--- src/rtl/mont_param_gen.sv ---
// Montgomery parameter generator: for an odd modulus N computes -N^-1 mod 2^W,
// 2^W mod N and 2^(2W) mod N using only shifts, adds and compares.
module mont_param_gen #(
  parameter int W = 16
) (
  input  logic         clk,
  input  logic         reset,
  input  logic         start,
  input  logic [W-1:0] n,
  output logic         busy,
  output logic         done,
  output logic         err,
  output logic [W-1:0] n_prime,
  output logic [W-1:0] r_mod,
  output logic [W-1:0] r2_mod
);

  // state | meaning
  // IDLE  | waiting for start; n captured on acceptance
  // CHK   | cycle 0 registers the validity test, cycle 1 routes on it
  // INV   | bit-serial inverse, i = 1..W-1
  // RED   | 2W shift/subtract steps building 2^W and 2^(2W) mod N
  // DONE  | one-cycle completion pulse; results visible
  localparam logic [2:0] IDLE = 3'd0;
  localparam logic [2:0] CHK  = 3'd1;
  localparam logic [2:0] INV  = 3'd2;
  localparam logic [2:0] RED  = 3'd3;
  localparam logic [2:0] DONE = 3'd4;

  localparam int XW = W + 1;
  localparam int CW = $clog2(2 * W) + 1;
  localparam logic [CW-1:0] CNT_ONE  = CW'(1);
  localparam logic [CW-1:0] LAST_INV = CW'(W - 1);
  localparam logic [CW-1:0] MID_RED  = CW'(W - 1);
  localparam logic [CW-1:0] LAST_RED = CW'(2 * W - 1);

  logic [2:0]    state;
  logic [W-1:0]  n_reg;
  logic [W-1:0]  y;
  logic [W-1:0]  t;
  logic [W-1:0]  n_prime_int;
  logic [W-1:0]  r_mod_int;
  logic [XW-1:0] x;
  logic [CW-1:0] cnt;
  logic          bad;

  logic [W-1:0]  bit_i;
  logic [W-1:0]  n_shl;
  logic [W-1:0]  y_nxt;
  logic [W-1:0]  t_nxt;
  logic [W+1:0]  x_dbl;
  logic [W+1:0]  n_ext;
  logic [XW-1:0] x_nxt;

  // t tracks N*y mod 2^W; clearing bit i of t by adding N<<i keeps it congruent
  // to 1 in the low bits, so y converges to N^-1.
  always_comb begin
    bit_i = W'(1) << cnt;
    n_shl = n_reg << cnt;
    y_nxt = y;
    t_nxt = t;
    if ((t & bit_i) != '0) begin
      y_nxt = y | bit_i;
      t_nxt = t + n_shl;
    end
    x_dbl = {x, 1'b0};
    n_ext = {2'b00, n_reg};
    x_nxt = XW'((x_dbl >= n_ext) ? (x_dbl - n_ext) : x_dbl);
  end

  assign done = (state == DONE);
  // An invalid N drops busy while CHK routes to DONE, so busy spans one cycle.
  assign busy = (state == INV) || (state == RED) ||
                ((state == CHK) && !((cnt == CNT_ONE) && bad));

  always_ff @(posedge clk or posedge reset) begin
    if (reset) begin
      state       <= IDLE;
      n_reg       <= '0;
      y           <= '0;
      t           <= '0;
      x           <= '0;
      cnt         <= '0;
      bad         <= 1'b0;
      n_prime_int <= '0;
      r_mod_int   <= '0;
      err         <= 1'b0;
      n_prime     <= '0;
      r_mod       <= '0;
      r2_mod      <= '0;
    end else begin
      case (state)
        IDLE: begin
          if (start) begin
            n_reg <= n;
            cnt   <= '0;
            state <= CHK;
          end
        end
        CHK: begin
          if (cnt == '0) begin
            bad <= ~n_reg[0] | (n_reg < W'(3));
            y   <= W'(1);
            t   <= n_reg;
            cnt <= CNT_ONE;
          end else if (bad) begin
            err     <= 1'b1;
            n_prime <= '0;
            r_mod   <= '0;
            r2_mod  <= '0;
            cnt     <= '0;
            state   <= DONE;
          end else begin
            state <= INV;
          end
        end
        INV: begin
          y <= y_nxt;
          t <= t_nxt;
          if (cnt == LAST_INV) begin
            n_prime_int <= (~y_nxt) + W'(1);
            x           <= XW'(1);
            cnt         <= '0;
            state       <= RED;
          end else begin
            cnt <= cnt + CNT_ONE;
          end
        end
        RED: begin
          x   <= x_nxt;
          cnt <= cnt + CNT_ONE;
          if (cnt == MID_RED) begin
            r_mod_int <= x_nxt[W-1:0];
          end
          if (cnt == LAST_RED) begin
            err     <= 1'b0;
            n_prime <= n_prime_int;
            r_mod   <= r_mod_int;
            r2_mod  <= x_nxt[W-1:0];
            cnt     <= '0;
            state   <= DONE;
          end
        end
        DONE: begin
          state <= IDLE;
        end
        default: begin
          state <= IDLE;
        end
      endcase
    end
  end

endmodule

--- config.mk ---
export PLATFORM = sky130hd
export DESIGN_NAME = mont_param_gen
export DESIGN_NICKNAME = d
export VERILOG_FILES = /design/src/rtl/mont_param_gen.sv
export SDC_FILE = /design/constraint.sdc
export NUM_CORES = 1
export LEC_CHECK = 0
export BUFFER_PORTS_ARGS = -buffer_cell sky130_fd_sc_hd__buf_2
export CAP_MARGIN = 20
export CORE_ASPECT_RATIO = 0.7
export CORE_MARGIN = 2
export CORE_UTILIZATION = 40
export DETAILED_ROUTE_END_ITERATION = 6
export HOLD_SLACK_MARGIN = 0.05
export PLACE_DENSITY_LB_ADDON = 0.05
export SETUP_SLACK_MARGIN = 0.3
export SKIP_LAST_GASP = 1
export SLEW_MARGIN = 25
export SYNTH_ARGS = -nofsm -noshare
export SYNTH_HDL_FRONTEND = slang
export SYNTH_SLANG_ARGS = --single-unit
--- constraint.sdc ---
create_clock -name clk -period 5.9 [get_ports clk]
set_clock_uncertainty 0.05 [all_clocks]
set_input_delay 0.59 -clock clk [delete_from_list [all_inputs] [get_ports clk]]
set_output_delay 0.59 -clock clk [all_outputs]
set_load 0.05 [all_outputs]
# Word level (Yosys, flattened, before mapping)
# Cells that the tools add are included.
[word_totals] regBits=156 latch_bits=0 n_memories=0 mem_bits_ro=0 ramBits=0 out_inout_bits=51
[op_classes] n_div=0 n_addsub=4 shift=2 muxes=33 n_bitwise=5 n_eq_ne=15 magnitude_cmp=2 reduce_logical=22 multipliers=0
[ops] cell="one-hot mux 16 bit (2 select lines)" count=5
[ops] cell="two-way mux 16 bit" count=9
[ops] cell="two-way mux 17 bit" count=2
[ops] cell="one-hot mux 17 bit (2 select lines)" count=1
[ops] cell="two-way mux 6 bit" count=5
[ops] cell="one-hot mux 6 bit (4 select lines)" count=1
[ops] cell="greater-or-equal comparator 18 x 16 -> 1 bit" count=1
[ops] cell="subtractor 17 x 16 -> 17 bit" count=1
[ops] cell="adder 16 x 1 -> 16 bit, second input constant" count=1
[ops] cell="adder 16 bit" count=1
[ops] cell="AND 16 bit" count=1
[ops] cell="< comparator 16 x 2 -> 1 bit, second input constant" count=1
[ops] cell="inverter 16 bit" count=1
[ops] cell="bitwise OR 16 bit" count=1
[ops] cell="nonzero test 16 bit" count=1
[ops] cell="<< shifter 1 x 6 -> 16 bit, first input constant" count=1
[ops] cell="<< shifter 16 x 6 -> 16 bit" count=1
[ops] cell="two-way mux 3 bit" count=5
[ops] cell="one-hot mux 3 bit (4 select lines)" count=1
[ops] cell="AND reduction 2 bit" count=6
[ops] cell="!= test 2 bit, second input constant" count=4
[ops] cell="AND reduction 4 bit" count=2
[ops] cell="adder 6 x 1 -> 6 bit, second input constant" count=1
[ops] cell="equality test 3 x 2 -> 1 bit, second input constant" count=2
[ops] cell="other kinds (19)" count=28

# Longest topological paths before layout
# Gate-level depths: netlist of run 1.
[logic_depth] ltp_word=6 depth_mapped=19 ltp_nobuf=16

# Worst setup path after synthesis of run 1
# Ideal clock, no wire load.
[synth_timing] path_kind="register to register" startpoint="register cnt[0]" endpoint="register t[13]" slack_ns=2.240 stages_incl_launch_ff=16 synth_period_minus_slack_ns=3.660 arrival_ns=3.477 t_required_ns=5.718 path_buffers=2 cell_sequence="dfrtp_1 -> buf_4 -> buf_2 -> mux4_2 -> nor2b_1 -> mux2i_1 -> nor3_1 -> ha_1 -> a21oi_1 -> nand2_1 -> o21ai_1 -> o21ai_0 -> or4_1 -> a31oi_1 -> xor2_1 -> o21ai_0"
[synth_via] elab_chain_cells=5
[synth_rtl] element="start: declaration" line="44" text="logic [CW-1:0] cnt;"
[synth_rtl] element="start signal: assignment" line="126" text="cnt <= cnt + CNT_ONE;"
[synth_rtl] element="start signal: assignment" line="131" text="cnt <= cnt + CNT_ONE;"
[synth_rtl] element="parallel branches: the longest is 5 deep, another holds adder 16 bit"
[synth_rtl] element="end signal: assignment" line="104" text="t <= n_reg;"
[synth_rtl] element="end signal: assignment" line="119" text="t <= t_nxt;"
[synth_rtl] element="end: declaration" line="40" text="logic [W-1:0] t;"
# Parallel ways; which one is timed is not known. The select of a mux whose other input is x is not followed.
# A chain may end at the register's enable or synchronous reset.

# Final worst setup path of run 1
[layout_timing] startpoint="register cnt[1]" endpoint="register t[13]"
# Same word-level chain as after synthesis.

==> results of run 1 <==
stage by stage:
stage | setup WS, ns | total power [mW] | cells | hold slack (ns)
after floorplan | 1.05 | 4.46 | 1059 | 0.394
final | 1.60 | 6.63 | 1430 | 0.269
after global placement | 1.46 | 5.49 | 1397 | 0.394
after global routing | 1.15 | 7.18 | 1429 | 0.326
after CTS | 1.63 | 6.64 | 1429 | 0.294
after detailed placement | 1.66 | 5.49 | 1397 | 0.400
final timing paths:
check	slack [ns]	startpoint	end
hold reg to reg	0.41	r_mod[14]$_DFFE_PP0P_	r_mod[14]$_DFFE_PP0P_
setup / recovery	1.60	cnt[1]$_DFFE_PP0P_	t[13]$_DFFE_PP0P_
hold / removal	0.27	reset	r_mod[10]$_DFFE_PP0P_
min in group clk	0.32	n[11]	n_reg[11]$_DFFE_PP0P_
setup reg to reg	1.60	cnt[1]$_DFFE_PP0P_	t[13]$_DFFE_PP0P_
max in group asynchronous	4.40	reset	t[5]$_DFFE_PP0P_
logic make-up after synthesis:
family	count (synthesis)
XOR/XNOR	31
AO/OA/AOI/OAI	286
AND/OR/NAND/NOR	419
flip-flops	156
buffers and inverters	94
adder cells (fa/ha/maj)	37
multiplexers	36
power groups by stage:
stage / Clock [mW] / Combinational [mW] / Sequential, mW
finish: 1.12 / 3.84 / 1.68
global route: 1.19 / 4.28 / 1.70
CTS: 1.15 / 3.82 / 1.66
detailed placement: 0 / 3.80 / 1.68
global placement: 0 / 3.81 / 1.68
floorplan: 0 / 2.86 / 1.60
placed cells by master, fill, tap and decap left out, types with 14 or more instances in the layout:
cell       synthesis  routed
inv_1             30      29
o21ai_1           20      20
nand3_1           50      50
a31oi_1           31      31
buf_4              2      15
clkbuf_16          0      17
a21o_1            15      15
nor3_1            28      25
ha_1              35      35
o31ai_1           14      14
nand2_1          177     176
o21ai_0           64      64
nor2_1           107     104
buf_2             12      69
mux2i_1           18      18
xnor2_1           16      16
dfrtp_1          156     156
xor2_1            15      15
a21oi_1           75      75
layer usage:
| metal | global-route usage | vias to the layer above | wire length, um |
|---|---|---|---|
| met3 | 0.0438 | 8 | 1730 |
| li1 | - | 3841 | - |
| met2 | 0.307 | 268 | 10500 |
| met1 | 0.380 | 3781 | 14400 |
| met4 | 0.0456 | 0 | 124 |
| met5 | 0 | - | 0 |
cell type report:
type,instances,area (um2),area share
sequential,156,3900,0.377
tap,312,390,0.0377
clock buffer,20,457,0.0441
timing repair buffer,84,458,0.0442
clock inverter,12,136,0.0132
inverter,36,143,0.0138
multi-input combinational,809,4870,0.470
antenna,1,2.50,0.000242
==> impl_metrics.ini, run 1 <==
[run]
maxCapViolCount = 0

[worst_setup_path]
crit_family = compound AO/OA/AOI/OAI gates
crit_type = flop to flop
cp-start-kind = flop
worst_ep_required_time_ns = 6.15
crit_chain = mux2i_1 -> nor2_1 -> a31oi_1 -> nor2_1 -> mux2i_1 -> nor3_1 -> ha_1 -> a21oi_1 -> nand2_1 -> o21ai_1 -> o21ai_0 -> or4_1 -> a31oi_1 -> xor2_1 -> o21ai_0
worst_path_largest_cell_delay_ns = 0.93
crit_fanout = 23
reg2regPathDepth = 15
end_kind = flop
critPathSlowestCell = dfrtp_1
cp_data_arrival_time_ns = 4.55
path_buf_inv = 0
worstSetupPathDepth = 15

[logic_synthesis]
yosys_warnings = 0
synth_compound_area_frac = 0.193
synth-simple-area-share = 0.203
yosys-top-cells-count = nand2_1 (177), dfrtp_1 (156), nor2_1 (107), a21oi_1 (75), o21ai_0 (64)
synthAdderAreaFrac = 0.0524
synth_xor_xnor_area_share = 0.0298
synthTopCellsByArea = dfrtp_1 (43%), nand2_1 (7.3%), ha_1 (4.8%), nor2_1 (4.4%), a21oi_1 (4.1%)
synth_top_area_share = 0.428
synthCells = 1059
muxShareOfSynthArea = 0.0527
yosysMostFrequentCell = nand2_1
ys_types = 64
synth_area_leader_cell = dfrtp_1
synth_top_family_by_area = simple AND/OR/NAND/NOR gates
synth-async-reset-ratio = 1.00
synth.cell_area_um2 = 9120
synthFlopType = dfrtp_1
seq_area_frac_synth = 0.428
synth_seq_cells = 156
syn-num-nets = 1115
syn-mean-instance-area_um2 = 8.61
synth_edf_count = 0

[placed_design]
dpl_cell_area_um2 = 9760
dp_hpwl_mm = 19.4
port_buffers = 69
gp_congestion = 0.917

[floorplan]
core_area_um2 = 22500
io_pins = 70
dieHeight_um = 130
rows = 46
initial_core_util = 0.405
die_x_um = 185
die_area_um2 = 24000

[timing]
post-route-min-period_ns = 4.30
hold_violations = 0
slew_headroom = 0.400
final_max_slew_viol_count = 0
achievable-frequency_mhz = 233
rsz0062_at_grt = false
worstMarginPinSlew_ns = 0.900
finalCritPeriodShare = 0.729
finalSetupViolCount = 0
setup-tns-final_ns = 0

[clock_tree]
clockRootBuffer = clkbuf_16
post-cts-setup-buffers = 0
clk_transition_reported_paths_ns = 0.06
cts_resized = 0
cts_tree = yes
holdBufCountCts = 0
worstSkewPairLatency_ns = 0.43
htree_levels = 4
cts.sinks = 156
cts_buffers = 17
cts_buffer_depth = 2

[worst_hold_path]
worstHoldPathType = input port to asynchronous set/reset pin

[power_and_ir_drop]
pwr-share-comb = 0.578
power_leakage_nw = 4.95
clock_power_share = 0.169
ir_worst_vdd_mv = 0.254
pwr_density_cell_nw_per_um2 = 640
switching_share = 0.491
intPower_mw = 3.38
pwr-share-seq = 0.253
p_switching_mw = 3.26

[cells_and_area]
nFillCells = 2210
largest_reg_flops = 17
final_nets = 1160
utilization = 0.460
final_layout_size_suffix_gt1_frac = 0.141
top_register = x
final_area_um2 = 10400
syn2layout_area_growth_pct = 13.6

[global_route]
antenna_found_initial = 0
grt_util_all_layers = 0.232
grt_pass1_vias = 7187
grt_start_max_net_pins = 117
grt_overflow = 0
grt_pass1_wl_mm = 42.2

[routing]
vias = 7898
drc = 0
drt_iter0_drc = 583
antenna_left = 0
first_pass_iters = 5
via_per_inst = 5.52
wl_per_cell_um = 18.8
wirelength_mm = 26.8

[status]
status = completed
Power figures use the tool's default switching activity.
==> run 2, diff against run 1 <==
Clock period 5.9 ns to 3.6 ns, I/O delays scaled along.
==> impl_metrics.ini, run 2 (synthesized netlist as in run 1, its figures left out) <==
[timing]
hold_slack_ns = 0.0934
finalSetupViolCount = 0
achievable-frequency_mhz = 288
worstMarginPinSlew_ns = 0.890
final_max_slew_viol_count = 0
hold_violations = 0
post-route-min-period_ns = 3.47
finalCritPeriodShare = 0.964
rsz0062_at_grt = true
slew_headroom = 0.407

[cells_and_area]
utilization = 0.499
final_layout_size_suffix_gt1_frac = 0.224
nFillCells = 2194
diodes = 0
stdcell_count = 1506
top_register = x
final_common_cell = nand2_1
largest_reg_flops = 17
final_area_um2 = 11200
syn2layout_area_growth_pct = 23.2
mostFrequentLayoutCells = nand2_1 (174), dfrtp_1 (153), nor2_1 (104)
final_nets = 1237

[power_and_ir_drop]
finalPower_mw = 12.6
ir_worst_vdd_mv = 0.503
power_leakage_nw = 5.41
pwr_density_cell_nw_per_um2 = 1120

[clock_tree]
cts_buffer_depth = 2
cts_buffers = 17
clk_transition_reported_paths_ns = 0.07
cts_tree = yes
clockRootBuffer = clkbuf_16
worstSkewPairLatency_ns = 0.44
cts.sinks = 156
htree_levels = 4

[placed_design]
gp_congestion = 0.893
dp_hpwl_mm = 20.1
port_buffers = 69
dp.cells = 1453
dpl_cell_area_um2 = 10200

[global_route]
grt_start_max_net_pins = 157
antenna_found_initial = 1
grt_pass1_wl_mm = 43.3
grt_pass1_vias = 7404
grt_overflow = 0
grt_util_all_layers = 0.237

[routing]
highest_layer = met4
drt_iter0_drc = 768
wirelength_mm = 27.8
drc = 0
wl_per_cell_um = 18.4
wl_met2_mm = 10.8
via_per_inst = 5.50
met1Wirelength_mm = 14.9
first_pass_iters = 5
vias = 8286
met3WireLength_mm = 1.81
antenna_left = 0

[floorplan]
die_area_um2 = 24000
io_pins = 70
core_area_um2 = 22500
initial_core_util = 0.405
dieHeight_um = 130
die_x_um = 185
rows = 46

[worst_setup_path]
reg2reg_slack_ns = 0.13
crit_fanout = 6
end_kind = flop
r2r-end = t[14]$_DFFE_PP0P_
r2r-start = cnt[1]$_DFFE_PP0P_
reg2regPathDepth = 17
cp_data_arrival_time_ns = 3.74
crit_type = flop to flop
cp-start-kind = flop
worst_ep_required_time_ns = 3.87

[worst_hold_path]
min-delay-start = n[9]
worstHoldPathType = input port to flop
hold_depth = 3
min_to = n_reg[9]$_DFFE_PP0P_

[status]
status = completed

[run]
maxCapViolCount = 0
## run 2: critical path, cell delays in order (launching register included)
cell and delay [ns]:
dfrtp_2 0.44, buf_4 0.13, buf_4 0.13, inv_2 0.04
buf_4 0.17, o211a_1 0.11, a211oi_1 0.32, mux2i_1 0.13
nor2_1 0.13, o21a_1 0.17, ha_1 0.30, o21ai_0 0.23
a21oi_2 0.07, o311ai_2 0.33, a21oi_2 0.10, xnor2_1 0.16
o21ai_1 0.08, mux2_2 0.26
## run 2: per-layer routing
metal,global-route usage,up-vias
met1,0.391,3989
met4,0.0447,0
li1,-,4000
met5,0,-
met2,0.310,272
met3,0.0466,25
## run 2: how the worst max path moves through the flow
stage                     cells after the start                from           endpoint
after CTS                                    14  cnt[0]$_DFFE_PP0P_  t[14]$_DFFE_PP0P_
after global placement                       14  cnt[0]$_DFFE_PP0P_  t[14]$_DFFE_PP0P_
after detailed placement                     14  cnt[0]$_DFFE_PP0P_  t[14]$_DFFE_PP0P_
after floorplan                              16  cnt[0]$_DFFE_PP0P_  t[14]$_DFFE_PP0P_
final                                        17  cnt[1]$_DFFE_PP0P_  t[14]$_DFFE_PP0P_
after global routing                         16  cnt[1]$_DFFE_PP0P_  t[14]$_DFFE_PP0P_
## run 2: cell type report
type,instances,area [um2],area share
sequential,156,3910,0.348
multi-input combinational,809,5040,0.449
clock buffer,17,425,0.0379
inverter,36,141,0.0126
tap,312,390,0.0347
clock inverter,15,221,0.0197
timing repair buffer,161,1110,0.0988
## run 2: timing repair
item | CTS | global route
hold endpoints to repair | 0 | 0
gates cloned | 1 | 0
setup endpoints to repair | 4 | 46
setup buffers | 6 | 14
pin swaps | 12 | 20
hold buffers | 0 | 0
gates resized for setup | 14 | 35
## run 2: power breakdown
part | internal (mW) | total, mW | switching (mW)
Clock | 1.19 | 2.01 | 0.819
Sequential | 2.12 | 2.62 | 0.492
Combinational | 3.35 | 7.96 | 4.61
Total | 6.67 | 12.6 | 5.92
## run 2: per-stage QoR
| step | setup TNS, ns | worst slack [ns] |
|---|---|---|
| finish | 0 | 0.129 |
| global route | -0.157 | -0.132 |
| CTS | 0 | 0.189 |
| detailed placement | -0.0186 | -0.0186 |
| global placement | 0 | 0.0851 |
| floorplan | 0 | 0.113 |
==> run 3, diff against run 2 <==
Settings changed: MAX_ROUTING_LAYER set to met4.
==> impl_metrics.ini, run 3 (synthesized netlist as in run 1, its figures left out) <==
[global_route]
grt_util_all_layers = 0.244
grt_pass1_vias = 7399
met1_usage = 0.392
grt_pass1_wl_mm = 43.3
antenna_found_initial = 1
grt_start_max_net_pins = 157
gr-max-usage-layer = met1
grt_overflow = 0
gr-usage-met3 = 0.0452
met2_usage = 0.310

[cells_and_area]
final_nets = 1237
nFillCells = 2194
diodes = 0
largest_reg_flops = 17
mostFrequentLayoutCells = nand2_1 (174), dfrtp_1 (153), nor2_1 (104)
final_layout_size_suffix_gt1_frac = 0.224
final_common_cell = nand2_1
syn2layout_area_growth_pct = 23.2
top_register = x

[worst_hold_path]
worstHoldPathType = input port to flop
hold_depth = 3

[floorplan]
rows = 46
initial_core_util = 0.405
die_x_um = 185
core_area_um2 = 22500
die_area_um2 = 24000
io_pins = 70
dieHeight_um = 130

[timing]
achievable-frequency_mhz = 287
finalCritPeriodShare = 0.969
worstMarginPinSlew_ns = 0.885
final_max_slew_viol_count = 0
finalSetupViolCount = 0
post-route-min-period_ns = 3.49
setup-tns-final_ns = 0
hold_violations = 0
slew_headroom = 0.410
rsz0062_at_grt = true
worst_slack_ns = 0.112

[worst_setup_path]
cp_data_arrival_time_ns = 3.76
end_kind = flop
crit_type = flop to flop
crit_fanout = 6
reg2regPathDepth = 17
cp-start-kind = flop
worst_ep_required_time_ns = 3.87

[clock_tree]
holdBufCountCts = 0
cts_tree = yes
worstSkewPairLatency_ns = 0.43
cts_buffers = 17
clockRootBuffer = clkbuf_16
clk_transition_reported_paths_ns = 0.07
cts_buffer_depth = 2
cts.sinks = 156
htree_levels = 4

[routing]
drt_iter0_drc = 789
antenna_left = 0
wl_per_cell_um = 18.5
wirelength_mm = 27.8
drc = 0
via_per_inst = 5.49
first_pass_iters = 5
vias = 8267

[placed_design]
place_ws_ns = -0.0186
gp_congestion = 0.908
dp_hpwl_mm = 20.1
port_buffers = 69

[power_and_ir_drop]
switching_share = 0.470
pwr-share-seq = 0.208
pwr_density_cell_nw_per_um2 = 1120
pwr-share-comb = 0.633
clock_power_share = 0.159
intPower_mw = 6.67
power_leakage_nw = 5.41
p_switching_mw = 5.92
ir_worst_vdd_mv = 0.504

[status]
status = completed

[run]
maxCapViolCount = 0
run 3: cell counts in the layout (fill, tap and decap cells not counted):
Identical to the previous run, type by type.
run 3: metal layers:
layer,part of all wire,wire (um),up-vias
met5,0,0,-
met4,0.0082,227,0
met3,0.064,1770,23
met2,0.39,10900,279
met1,0.54,14900,3974
li1,-,-,3991
run 3: metrics by stage:
stage	util	power [mW]	cell area [um2]	hold slack [ns]	cells
final	0.499	12.6	11200	0.0955	1506
after CTS	0.489	12.0	11000	0.0762	1492
after detailed placement	0.454	9.67	10200	0.401	1453
after global placement	0.454	9.72	10200	0.395	1453
after floorplan	-	7.37	9170	0.394	1059
after global routing	0.499	13.5	11200	0.0975	1506
run 3: critical path, cell delays in order (launching register included):
cell and delay, ns:
dfrtp_2 0.44, buf_4 0.13, buf_4 0.13, inv_2 0.04, buf_4 0.16, o211a_1 0.11, a211oi_1 0.34, mux2i_1 0.13
nor2_1 0.13, o21a_1 0.18, ha_1 0.31, o21ai_0 0.23, a21oi_2 0.07, o311ai_2 0.32, a21oi_2 0.10, xnor2_1 0.16
o21ai_1 0.08, mux2_2 0.26
run 3: what timing repair did:
item | 4_1_cts | 5_1_grt
cloned | 1 | 0
resized for setup | 14 | 35
setup buffers | 6 | 14
setup endpoints to repair | 4 | 46
pin swaps | 12 | 20
run 3: layout make-up:
| cell class | instances | area (um2) | share of cell area |
|---|---|---|---|
| tap | 312 | 390 | 0.0347 |
| multi-input combinational | 809 | 5040 | 0.449 |
| timing repair buffer | 161 | 1110 | 0.0988 |
| inverter | 36 | 141 | 0.0126 |
| clock buffer | 17 | 425 | 0.0379 |
| sequential | 156 | 3910 | 0.348 |
| clock inverter | 15 | 221 | 0.0197 |
run 3: power by group through the flow:
stage / Sequential, mW / Combinational, mW / Clock (mW)
after detailed placement: 2.62 / 7.05 / 0
after CTS: 2.59 / 7.39 / 2.04
after global placement: 2.62 / 7.10 / 0
after global routing: 2.67 / 8.71 / 2.12
final: 2.61 / 7.97 / 2.00
after floorplan: 2.63 / 4.74 / 0
run 3: final timing paths:
| kind | start | endpoint | slack, ns |
|---|---|---|---|
| hold / removal | n[9] | n_reg[9]$_DFFE_PP0P_ | 0.1 |
| hold reg to reg | n_prime[6]$_DFFE_PP0P_ | n_prime[6]$_DFFE_PP0P_ | 0.41 |
| min in group asynchronous | reset | r_mod[10]$_DFFE_PP0P_ | 0.12 |
| setup reg to reg | cnt[1]$_DFFE_PP0P_ | t[14]$_DFFE_PP0P_ | 0.11 |
| setup / recovery | cnt[1]$_DFFE_PP0P_ | t[14]$_DFFE_PP0P_ | 0.11 |
| max in group asynchronous | reset | n_reg[2]$_DFFE_PP0P_ | 2.67 |
